File: src/rtl/el2_pkg.sv
// Shared types for the LSU trigger sequencer: trigger configuration record,
// sequencer states, action encodings and a small priority helper.
package el2_pkg;

  localparam int EL2_NUM_TRIG = 4;
  localparam int EL2_CNT_W    = 8;

  localparam logic TRIG_ACT_BRK = 1'b0;  // breakpoint exception
  localparam logic TRIG_ACT_DBG = 1'b1;  // debug halt

  typedef struct packed {
    logic                 en;
    logic                 chain;
    logic                 action;
    logic [EL2_CNT_W-1:0] thresh;
  } el2_trig_cfg_t;

  typedef enum logic [1:0] {
    IDLE = 2'd0,
    REQ  = 2'd1,
    HOLD = 2'd2
  } el2_trig_st_e;

  // Index of the lowest set bit (0 when the vector is empty).
  function automatic logic [1:0] lowest_idx(input logic [3:0] v);
    logic [1:0] r;
    r = 2'd0;
    for (int i = 3; i >= 0; i--) begin
      if (v[i]) r = 2'(i);
    end
    return r;
  endfunction

endpackage

File: src/rtl/el2_lsu_trig_counter.sv
// Per-trigger saturating match counter with threshold compare.
// A match fires once the running count (including this match) reaches the
// threshold; the count then restarts from zero. Threshold 0 or 1 fires on
// every match. A configuration write to the trigger clears the count.
module el2_lsu_trig_counter
  #(parameter int CNT_W = 8)
  (
    input  logic             clk,
    input  logic             rst_l,
    input  logic             clr,
    input  logic             inc,
    input  logic [CNT_W-1:0] thresh,
    output logic             fire
  );

  logic [CNT_W-1:0] cnt;
  logic [CNT_W:0]   cnt_plus1;

  assign cnt_plus1 = {1'b0, cnt} + {{CNT_W{1'b0}}, 1'b1};
  assign fire      = inc & (cnt_plus1 >= {1'b0, thresh});

  // Count eligible matches, restart after a fire, hold at all-ones.
  always_ff @(posedge clk or negedge rst_l) begin
    if (!rst_l) begin
      cnt <= '0;
    end else if (clr || fire) begin
      cnt <= '0;
    end else if (inc && (cnt != {CNT_W{1'b1}})) begin
      cnt <= cnt + 1'b1;
    end
  end

endmodule

File: src/rtl/el2_lsu_trigger_ctrl.sv
// M-stage LSU data-trigger sequencer.
// Qualifies raw trigger matches (enable, 0-1 / 2-3 chaining, optional
// match-count threshold), keeps sticky hit bits and raises one prioritized
// request toward the exception/debug unit.
// Optional feature macro: RV_TRIG_COUNT_EN (per-trigger match counters).
//
// Handshake: trig_req_valid rises one cycle after the qualifying match and
// stays high with trig_req_idx/trig_req_action stable until a cycle where
// trig_req_valid & trig_req_ready are both high; that cycle is the transfer.
module el2_lsu_trigger_ctrl
  import el2_pkg::*;
  #(parameter int NUM_TRIG = EL2_NUM_TRIG,
    parameter int CNT_W    = EL2_CNT_W)
  (
    input  logic                clk,
    input  logic                rst_l,
    input  logic [NUM_TRIG-1:0] lsu_trigger_match_m,
    input  logic                lsu_valid_m,
    input  logic                flush_m,
    input  logic                cfg_wr_en,
    input  logic [1:0]          cfg_wr_idx,
    input  el2_trig_cfg_t       cfg_wr_data,
    input  logic [NUM_TRIG-1:0] hit_clr,
    input  logic                trig_req_ready,
    output logic                trig_req_valid,
    output logic [1:0]          trig_req_idx,
    output logic                trig_req_action,
    output logic [NUM_TRIG-1:0] trig_hit,
    output logic                trig_busy,
    output logic [1:0]          dbg_state
  );

  // Configuration storage; chain is only meaningful on the even index of a pair.
  logic [NUM_TRIG-1:0]   cfg_en;
  logic [NUM_TRIG-1:0]   cfg_act;
  logic [NUM_TRIG/2-1:0] cfg_chain_pair;

  logic [NUM_TRIG-1:0] q;
  logic [NUM_TRIG-1:0] elig;
  logic [NUM_TRIG-1:0] fire;

  el2_trig_st_e        state, state_nxt;
  logic [1:0]          idx_nxt;
  logic                act_nxt;
  logic [NUM_TRIG-1:0] hit_nxt;

  // Configuration writes take effect for qualification from the next cycle.
  always_ff @(posedge clk or negedge rst_l) begin
    if (!rst_l) begin
      cfg_en         <= '0;
      cfg_act        <= '0;
      cfg_chain_pair <= '0;
    end else if (cfg_wr_en) begin
      cfg_en[cfg_wr_idx]  <= cfg_wr_data.en;
      cfg_act[cfg_wr_idx] <= cfg_wr_data.action;
      if (!cfg_wr_idx[0]) cfg_chain_pair[cfg_wr_idx[1]] <= cfg_wr_data.chain;
    end
  end

  // Raw qualification: live, unflushed, enabled, matching.
  assign q = {NUM_TRIG{lsu_valid_m & ~flush_m}} & cfg_en & lsu_trigger_match_m;

  // Chained pairs report only on the odd index and require both halves.
  for (genvar p = 0; p < NUM_TRIG/2; p++) begin : g_pair
    assign elig[2*p]   = q[2*p] & ~cfg_chain_pair[p];
    assign elig[2*p+1] = cfg_chain_pair[p] ? (q[2*p] & q[2*p+1]) : q[2*p+1];
  end

`ifdef RV_TRIG_COUNT_EN
  logic [CNT_W-1:0] cfg_thresh [NUM_TRIG];

  // Threshold per trigger, written alongside the rest of the configuration.
  always_ff @(posedge clk or negedge rst_l) begin
    if (!rst_l) begin
      for (int i = 0; i < NUM_TRIG; i++) cfg_thresh[i] <= '0;
    end else if (cfg_wr_en) begin
      cfg_thresh[cfg_wr_idx] <= cfg_wr_data.thresh;
    end
  end

  for (genvar i = 0; i < NUM_TRIG; i++) begin : g_cnt
    el2_lsu_trig_counter #(.CNT_W(CNT_W)) u_cnt (
      .clk    (clk),
      .rst_l  (rst_l),
      .clr    (cfg_wr_en && (cfg_wr_idx == 2'(i))),
      .inc    (elig[i]),
      .thresh (cfg_thresh[i]),
      .fire   (fire[i])
    );
  end
`else
  logic [CNT_W-1:0] unused_thresh;
  assign unused_thresh = cfg_wr_data.thresh;
  assign fire          = elig;
`endif

  // Next-state, next hit vector and request capture.
  always_comb begin
    state_nxt = state;
    idx_nxt   = trig_req_idx;
    act_nxt   = trig_req_action;
    hit_nxt   = (trig_hit & ~hit_clr) | fire;
    case (state)
      IDLE: begin
        if (|fire) begin
          idx_nxt   = lowest_idx(fire);
          act_nxt   = cfg_act[lowest_idx(fire)];
          state_nxt = REQ;
        end
      end
      REQ: begin
        if (trig_req_ready) state_nxt = HOLD;
      end
      HOLD: begin
        if (hit_nxt == '0) state_nxt = IDLE;
      end
      default: state_nxt = IDLE;
    endcase
  end

  // Sequencer registers; reset drops a pending request immediately.
  always_ff @(posedge clk or negedge rst_l) begin
    if (!rst_l) begin
      state           <= IDLE;
      trig_req_idx    <= 2'd0;
      trig_req_action <= TRIG_ACT_BRK;
      trig_hit        <= '0;
    end else begin
      state           <= state_nxt;
      trig_req_idx    <= idx_nxt;
      trig_req_action <= act_nxt;
      trig_hit        <= hit_nxt;
    end
  end

  assign trig_req_valid = (state == REQ);
  assign trig_busy      = (state != IDLE);
  assign dbg_state      = state;

endmodule

File: config.mk
export PLATFORM = sky130hd
export DESIGN_NAME = el2_lsu_trigger_ctrl
export DESIGN_NICKNAME = d
export VERILOG_FILES = /design/src/rtl/el2_pkg.sv /design/src/rtl/el2_lsu_trig_counter.sv /design/src/rtl/el2_lsu_trigger_ctrl.sv
export SDC_FILE = /design/constraint.sdc
export NUM_CORES = 1
export LEC_CHECK = 0
export CAP_MARGIN = 20
export CELL_PAD_IN_SITES_DETAIL_PLACEMENT = 0
export CELL_PAD_IN_SITES_GLOBAL_PLACEMENT = 2
export CORE_MARGIN = 5
export CORE_UTILIZATION = 27
export DETAILED_ROUTE_END_ITERATION = 12
export PLACE_DENSITY = 0.92
export SLEW_MARGIN = 20
export SYNTH_ARGS = -nofsm -noshare
export SYNTH_HDL_FRONTEND = slang
export SYNTH_HIERARCHICAL = 1
export SYNTH_SLANG_ARGS = --single-unit
File: constraint.sdc
create_clock -name clk -period 3.4 [get_ports clk]
set_clock_uncertainty 0.05 [all_clocks]
set_input_delay 0.68 -clock clk [delete_from_list [all_inputs] [get_ports clk]]
set_output_delay 0.68 -clock clk [all_outputs]
set_load 0.005 [all_outputs]
; ---- Word level (Yosys, flattened, before mapping)
; Index checks and enable logic that the tools add are counted.
[classes]
magnitude_cmp = 5
n_eq_ne = 5
mux = 21
bitwise = 14
n_reduce_logical = 9
[op_table]
columns = op, n
row1 = 2-bit two-way mux, 9
row2 = 4-bit bitwise AND, 3
row3 = 4-bit bitwise mux, 2
row4 = 2-bit by 3-bit < comparator with 1-bit output (second input constant), 2
row5 = 2-bit != test (second input constant), 3
row6 = 2-bit case mux with 3 select lines, 1
row7 = 1-bit bitwise AND, 5
row8 = 1-bit two-way mux, 5
row9 = 4-bit zero test, 1
row10 = 1-bit inverter, 4
row11 = 4-bit inverter, 1
row12 = 4-bit bitwise OR, 1
row13 = 2-bit AND reduction, 2
row14 = 4-bit OR reduction, 1
row15 = 3-bit AND reduction, 1
row16 = 1-bit binary-select mux with 2-bit select, 1
row17 = 2-bit bitwise mux, 1
row18 = 1-bit demux with 2-bit select, 1
row19 = 2-bit by 1-bit equality test with 1-bit output (second input constant), 1
row20 = 2-bit equality test (second input constant), 1
row21 = 2-bit by 1-bit greater-or-equal comparator with 1-bit output (second input constant), 1
row22 = 1-bit logical AND, 2
row23 = 2-bit zero test, 1
row24 = 1-bit by 2-bit < comparator with 1-bit output (second input constant), 1
row25 = other kinds (3), 3
[word_totals]
ff_bits = 19
in_bits = 27
elab_cells = 61

; ---- Depth between registers and ports, before layout
; Gate-level depths: netlist of the first run.
[depth]
depth_word = 14
mapped_depth = 6
mapped_depth_nobuf = 5

; ---- Worst setup path before layout of the first run
; OpenSTA, ideal clock, no wires.
[synth_timing]
path_kind = input to register
start = in flush_m
end = reg trig_req_action
arrival_time_ps = 1742
required_ps = 3222
slack_ps = 1480
path_stages = 6
path_buffers = 1
path_cell_list = nand2b_4 buf_6 or3_4 nand2_4 o21ai_2 mux2_1
[synth_between]
elab_chain_cells = 14
elab_cells_between_ends = 20
[synth_lines]
columns = item, line
row1 = "start, declared", el2_lsu_trigger_ctrl.sv:19  ; input logic flush_m,
row2 = 1-bit inverter *, el2_lsu_trigger_ctrl.sv:61  ; assign q = {NUM_TRIG{lsu_valid_m & ~flush_m}} & cfg_en & lsu_trigger_match_m;
row3 = 1-bit bitwise AND *, el2_lsu_trigger_ctrl.sv:61
row4 = 4-bit bitwise AND * (2 in series), el2_lsu_trigger_ctrl.sv:61
row5 = 1-bit bitwise AND, el2_lsu_trigger_ctrl.sv:66  ; assign elig[2*p+1] = cfg_chain_pair[p] ? (q[2*p] & q[2*p+1]) : q[2*p+1];
row6 = 1-bit two-way mux, el2_lsu_trigger_ctrl.sv:66
row7 = 2-bit two-way mux (4 in series), el2_pkg.sv:29  ; if (v[i]) r = 2'(i);
row8 = 2-bit two-way mux, el2_lsu_trigger_ctrl.sv:105  ; if (|fire) begin
row9 = 2-bit two-way mux, el2_lsu_trigger_ctrl.sv:103  ; case (state)
row10 = 1-bit binary-select mux with 2-bit select, el2_lsu_trigger_ctrl.sv:107  ; act_nxt = cfg_act[lowest_idx(fire)];
row11 = 1-bit two-way mux (implied by the code), el2_lsu_trigger_ctrl.sv:107
row12 = "end signal, assigned", el2_lsu_trigger_ctrl.sv:131  ; trig_req_action <= act_nxt;
row13 = "end, declared", el2_lsu_trigger_ctrl.sv:27  ; output logic trig_req_action,
; Every way passes the cells marked *; elsewhere a longest branch is shown, timed or not. The select of a mux whose other input is x is not followed.
; A chain may end at the register's enable or synchronous reset.

; ---- Final worst setup path of the first run
[layout_timing]
start = reg state[0], in the netlist dbg_state[0]
end = out trig_busy
[layout_between]
elab_chain_cells = 1
[layout_lines]
columns = item, line
row1 = "start, declared", el2_lsu_trigger_ctrl.sv:42  ; el2_trig_st_e state, state_nxt;
row2 = "start signal, assigned", el2_lsu_trigger_ctrl.sv:129  ; state <= state_nxt;
row3 = 2-bit nonzero test, el2_lsu_trigger_ctrl.sv:137  ; assign trig_busy = (state != IDLE);
row4 = "end, declared", el2_lsu_trigger_ctrl.sv:29  ; output logic trig_busy,
; Every way passes these cells.

==> metrics, run 1 <==
status completed; Clk pin slew, worst setup/hold paths 0.10 ns; sinks on the clock net 19; Final Worst Setup Slack 1.093 ns; CP Buf/Inv Count 2; CTS Buffer Depth 2; Crit Path Max Fanout 5; Tot GR Track Use 9.132%; CP delay by family, top buffers and inverters; share of post-route cells with drive strength above 1 17.24%; FMAX 433.5 MHz; Inst Count DP 158; most frequent cells in the layout 29 x clkdlybuf4s50_1, 19 x dfrtp_1, 10 x nand2_1, 10 x mux2_2, 6 x nand2b_1; Yosys cell types 31; Worst Hold Launch trig_req_action; Reg power frac 50.3%; synth warn 6; Area Overhead vs Synth 38.56%; Synth async-reset ratio 100.0%; GRT overflow 0; Worst Setup Start Kind flip-flop; Main synth FF type dfrtp_1; post-synthesis net count 111; core area 3363 sq um; routed vias/inst 4.605; Fin. Hold Viols 0; Post-Syn Instances 84; worst setup path class reg -> out; Antenna Nets Post-Route 0; pin count of the biggest net entering global routing 20; Worst path slowest cell clkdlybuf4s50_1; H-tree levels 1; Worst Tran Pin Value 0.8670 ns; pre-CTS WS 0.9581 ns; Die Span Y 69.03 microns; CTS root buffer clkbuf_4; first-pass GRT wire length 3663 microns; Psw 0.1738 mW; Sw Ratio 28.01%; total CTS buffers 3; Max Slew Vio Count 0; number of diodes 0; Cell Area, Synth 940.9 sq um; Fin Setup TNS 0 ns; placer congestion estimate 0.7423; Iter 0 DRT Violations 22; TritonCTS clock tree built; Avg WL per Cell 12.31 microns; hpwl dp 1632 microns; vias 746; IO Count 38; final critical-path required period 2.307 ns; combinational fraction of design power 32.3%; Final Util 38.76%; Worst Path Arrival 1.58 ns; Leak 0.5556 nW; die area 4765 sq um; crit-path max cell delay 0.47 ns; PD cells 475.8 nW/um^2; final net count 144; Final Cycle Share 67.85%; Setup-failing EPs final 0; vias in the first global route 834; Peak supply drop 208.4 uV; Pre-antenna DRT Iters 4; Initial Util 27.98%; RSZ-0062 raised after global routing no; Synth Area per Inst 11.20 sq um; Min-Delay Path Class reg -> reg; clock latency on the worst-skew pair 0.29 ns; Internal Power 0.4466 mW; port bufs 29; Die Wd 69.03 microns; commonest non-fill, non-tap cell in the layout clkdlybuf4s50_1; CP Cell Sequence nor2_1, inv_1, clkdlybuf4s50_1; Clock power frac 17.4%; post-cts hold buffer count 0; postcts setup bufs 0; cts repair resizes 0; Crit. End Element primary output; num rows 21; register area share after synthesis 50.53%; post-synthesis sequential element count 19; Post-synth EDFFs 0; WL final 1994 microns; relative slew slack 42.02%; FF-to-FF Start cfg_en[2]; drt drc 0; initial antenna violation count 0; post-route insts no fill 162; MaxCap Viol Count 0; Crit. Startpoint dbg_state[0]; CP Data Required Time 2.67 ns
cells by family (layout without fill, tap and decap cells):
group                    count (synthesis)  in the layout  share of synthesized area [%]
AND/OR/NAND/NOR                         32             32                          20.08
flip-flops                              19             19                          50.53
buffers and inverters                    4             36                          2.393
AO/OA/AOI/OAI                           17             17                          12.77
multiplexers                            11             11                          13.17
adder cells (fa/ha/maj)                  1              1                          1.064
path summary, 6_finish.rpt:
check	end	slack (ns)	cells past startpoint
setup / recovery	trig_busy	1.09	3
hold / removal	trig_req_action	0.46	1
setup reg to reg	trig_req_action	1.75	5
hold reg to reg	trig_req_action	0.46	1
max in group asynchronous	trig_hit[1]	1.94	1
min in group asynchronous	cfg_act[2]	0.83	1
cell usage after synthesis, drive strengths merged (2+ instances only):
cell	instances	area (sq um)
dfrtp	19	475.5
mux2	11	123.9
nand2	11	48.80
nand2b	7	51.30
a21oi	5	25.02
inv	3	11.26
nor2	3	11.26
o21ai	3	18.77
a211o	2	20.02
nand3b	2	15.01
nand4	2	12.51
or3	2	17.52
per-layer routing:
layer / up-vias / track usage [%] / part of all wire [%]
met5: - / 0 / 0
met1: 356 / 10.87 / 45
met2: 16 / 15.57 / 49
li1: 372 / - / -
met3: 2 / 3.488 / 4.5
met4: 0 / 1.952 / 0.65
cell type report:
| type | instances | area (sq um) |
|---|---|---|
| Fill cell | 355 | 2059 |
| Sequential cell | 19 | 475.5 |
| Multi-Input combinational cell | 61 | 442.9 |
| Timing Repair Buffer | 29 | 290.3 |
| Tap cell | 46 | 57.56 |
| Clock buffer | 4 | 26.28 |
| Inverter | 3 | 11.26 |
power by group through the flow:
| stage | combinational, mW | sequential, mW | clock, mW |
|---|---|---|---|
| final | 0.200 | 0.312 | 0.108 |
| after global routing | 0.225 | 0.320 | 0.123 |
| after CTS | 0.204 | 0.312 | 0.118 |
| after detailed placement | 0.203 | 0.318 | 0 |
| after global placement | 0.200 | 0.314 | 0 |
| after floorplan | 0.0897 | 0.311 | 0 |
sequential cells by signal, summed over array words and instances (netlist names):
signal	count
cfg_act	4
trig_hit	4
cfg_en	4
dbg_state	2
trig_req_idx	2
cfg_chain_pair	2
trig_req_action	1
through the flow:
stage	hold slack (ns)	cell area, sq um	total power [mW]
finish	0.4610	1304	0.6204
CTS	0.4731	1304	0.6339
global placement	0.4337	1277	0.5148
global route	0.4782	1304	0.6677
floorplan	0.3344	940.9	0.4005
detailed placement	0.4484	1277	0.5205
(Power assumes the default switching activity.)
==> inputs of run 2 (changes only) <==
- CORE_UTILIZATION: 27 -> 25
- PLACE_DENSITY: 0.92 -> 0.87
- clock period: 3.4 -> 2.37 ns (I/O delays scaled with it)
==> run 2 against run 1 <==
  * Sequential power grew 43%
  * First-iteration DRC count grew 36%
  * Core utilization shrank 2.2 points
  * Count of clock-buffer cells in the layout is the same
  * Final cell count grew 2.5%
  * Register-to-register slack lost 1.0 ns
  * Die area grew 6.8%
  * Critical path type is now in -> reg
  * Largest cell class unchanged
  * Highest routed layer unchanged
==> metrics, run 2 (synthesis results as in run 1) <==
drt drc 0; IO Count 38; WL final 2014 microns; Reg power frac 46.3%; vias in the first global route 816; Worst path slowest cell clkdlybuf4s50_1; top flop regs cfg_act: 4 flops, cfg_en: 4 flops, trig_hit: 4 flops; Psw 0.2615 mW; CTS Buffer Depth 2; TritonCTS clock tree built; worst reg-to-reg setup slack 0.74 ns; FF-to-FF Start cfg_en[2]; Reg2Reg Depth 5; hold endpoint trig_req_action; Inst Count DP 162; crit-path max cell delay 0.48 ns; Die Wd 71.35 microns; Setup-failing EPs final 0; cts repair resizes 0; number of diodes 0; CP Cell Sequence clkdlybuf4s50_1, nand2_1, maj3_1, nor2_1, o21ai_2, mux2_1; Pre-antenna DRT Iters 2; MaxCap Viol Count 0; Fin Setup TNS 0 ns; combinational fraction of design power 30.9%; hpwl dp 1653 microns; Avg WL per Cell 12.13 microns; final net count 146; Clock power frac 22.8%; Tot GR Track Use 8.956%; Worst Tran Pin Value 0.4613 ns; status completed; most frequent cells in the layout 29 x clkdlybuf4s50_1, 19 x dfrtp_1, 10 x nand2_1, 10 x mux2_2, 6 x nand2b_1; FMAX 507.2 MHz; Fin. Hold Viols 0; sinks on the clock net 19; hold path cells 1; Min-Delay Path Class reg -> reg; CP Data Required Time 2.45 ns; Iter 0 DRT Violations 30; PD cells 720.8 nW/um^2; worst setup path class in -> reg; CP delay by family, top buffers and inverters; H-tree levels 1; Internal Power 0.7045 mW; GRT overflow 0; Initial Util 25.70%; post-route insts no fill 166; post-cts hold buffer count 0; relative slew slack 69.18%; CTS root buffer clkbuf_8; initial antenna violation count 0; pin count of the biggest net entering global routing 20; total CTS buffers 3; postcts setup bufs 0; first-pass GRT wire length 3726 microns; Worst Setup Start Kind primary input; CP Buf/Inv Count 1; Antenna Nets Post-Route 0; Worst Hold Launch trig_req_action; die area 5091 sq um; Max Slew Vio Count 0; num rows 22; Final Cycle Share 83.19%; routed vias/inst 4.500; Die Span Y 71.35 microns; placer congestion estimate 0.7649; Leak 0.5726 nW; vias 747; commonest non-fill, non-tap cell in the layout clkdlybuf4s50_1; RSZ-0062 raised after global routing no; final critical-path required period 1.972 ns; Crit. End Element flip-flop; clock latency on the worst-skew pair 0.25 ns; Crit Path Max Fanout 5; share of post-route cells with drive strength above 1 18.64%; port bufs 29; core area 3661 sq um; Area Overhead vs Synth 42.42%; Worst Path Arrival 2.05 ns; Clk pin slew, worst setup/hold paths 0.07 ns; worst reg2reg endpoint trig_req_action; Sw Ratio 27.07%; Peak supply drop 316.2 uV
## run 2: per-layer routing
| metal | global-route usage, % | part of all wire, % |
|---|---|---|
| met1 | 11.15 | 44 |
| met2 | 15.10 | 50 |
| met3 | 2.104 | 4.5 |
| met4 | 3.132 | 1.0 |
| met5 | 0 | 0 |
## run 2: per-stage QoR
step / power [mW] / setup WS, ns / util [%] / cell area [sq um] / hold slack (ns)
6_report: 0.9659 / 0.3984 / 36.60 / 1340 / 0.4556
5_1_grt: 1.035 / 0.2580 / 36.60 / 1340 / 0.4672
4_1_cts: 0.9851 / 0.4020 / 36.60 / 1340 / 0.4631
3_5_place_dp: 0.7600 / 0.1332 / 35.37 / 1295 / 0.4473
3_3_place_gp: 0.7501 / 0.1412 / 35.37 / 1295 / 0.4367
2_1_floorplan: 0.5746 / 0.6561 / - / 940.9 / 0.1284
## run 2: how the worst max path moves through the flow
stage | startpoint | cells past startpoint | to
after detailed placement | lsu_trigger_match_m[2] | 6 | trig_req_action
final | lsu_trigger_match_m[2] | 6 | trig_req_action
after global placement | lsu_trigger_match_m[2] | 6 | trig_req_action
after CTS | lsu_trigger_match_m[2] | 6 | trig_req_action
after floorplan | flush_m | 6 | trig_req_action
after global routing | lsu_trigger_match_m[2] | 6 | trig_req_action
## run 2: area by class of cell
class / instances / area [sq um]
clock buffer: 4 / 45.04
fill: 380 / 2321
inverter: 3 / 11.26
multi-input combinational: 61 / 442.9
sequential: 19 / 475.5
tap: 48 / 60.06
timing repair buffer: 31 / 305.3
## run 2: worst register-to-register path, stage by stage (launching register included)
cell and delay (ns):
dfrtp_1 0.37, nand2_1 0.12, maj3_1 0.37, nor2_1 0.22
o21ai_2 0.09, mux2_1 0.31
## run 2: power groups by stage
stage	sequential [mW]	clock, mW	combinational (mW)
6_report	0.447	0.220	0.299
5_1_grt	0.460	0.241	0.334
4_1_cts	0.449	0.230	0.307
3_5_place_dp	0.455	0	0.306
3_3_place_gp	0.452	0	0.299
2_1_floorplan	0.446	0	0.129
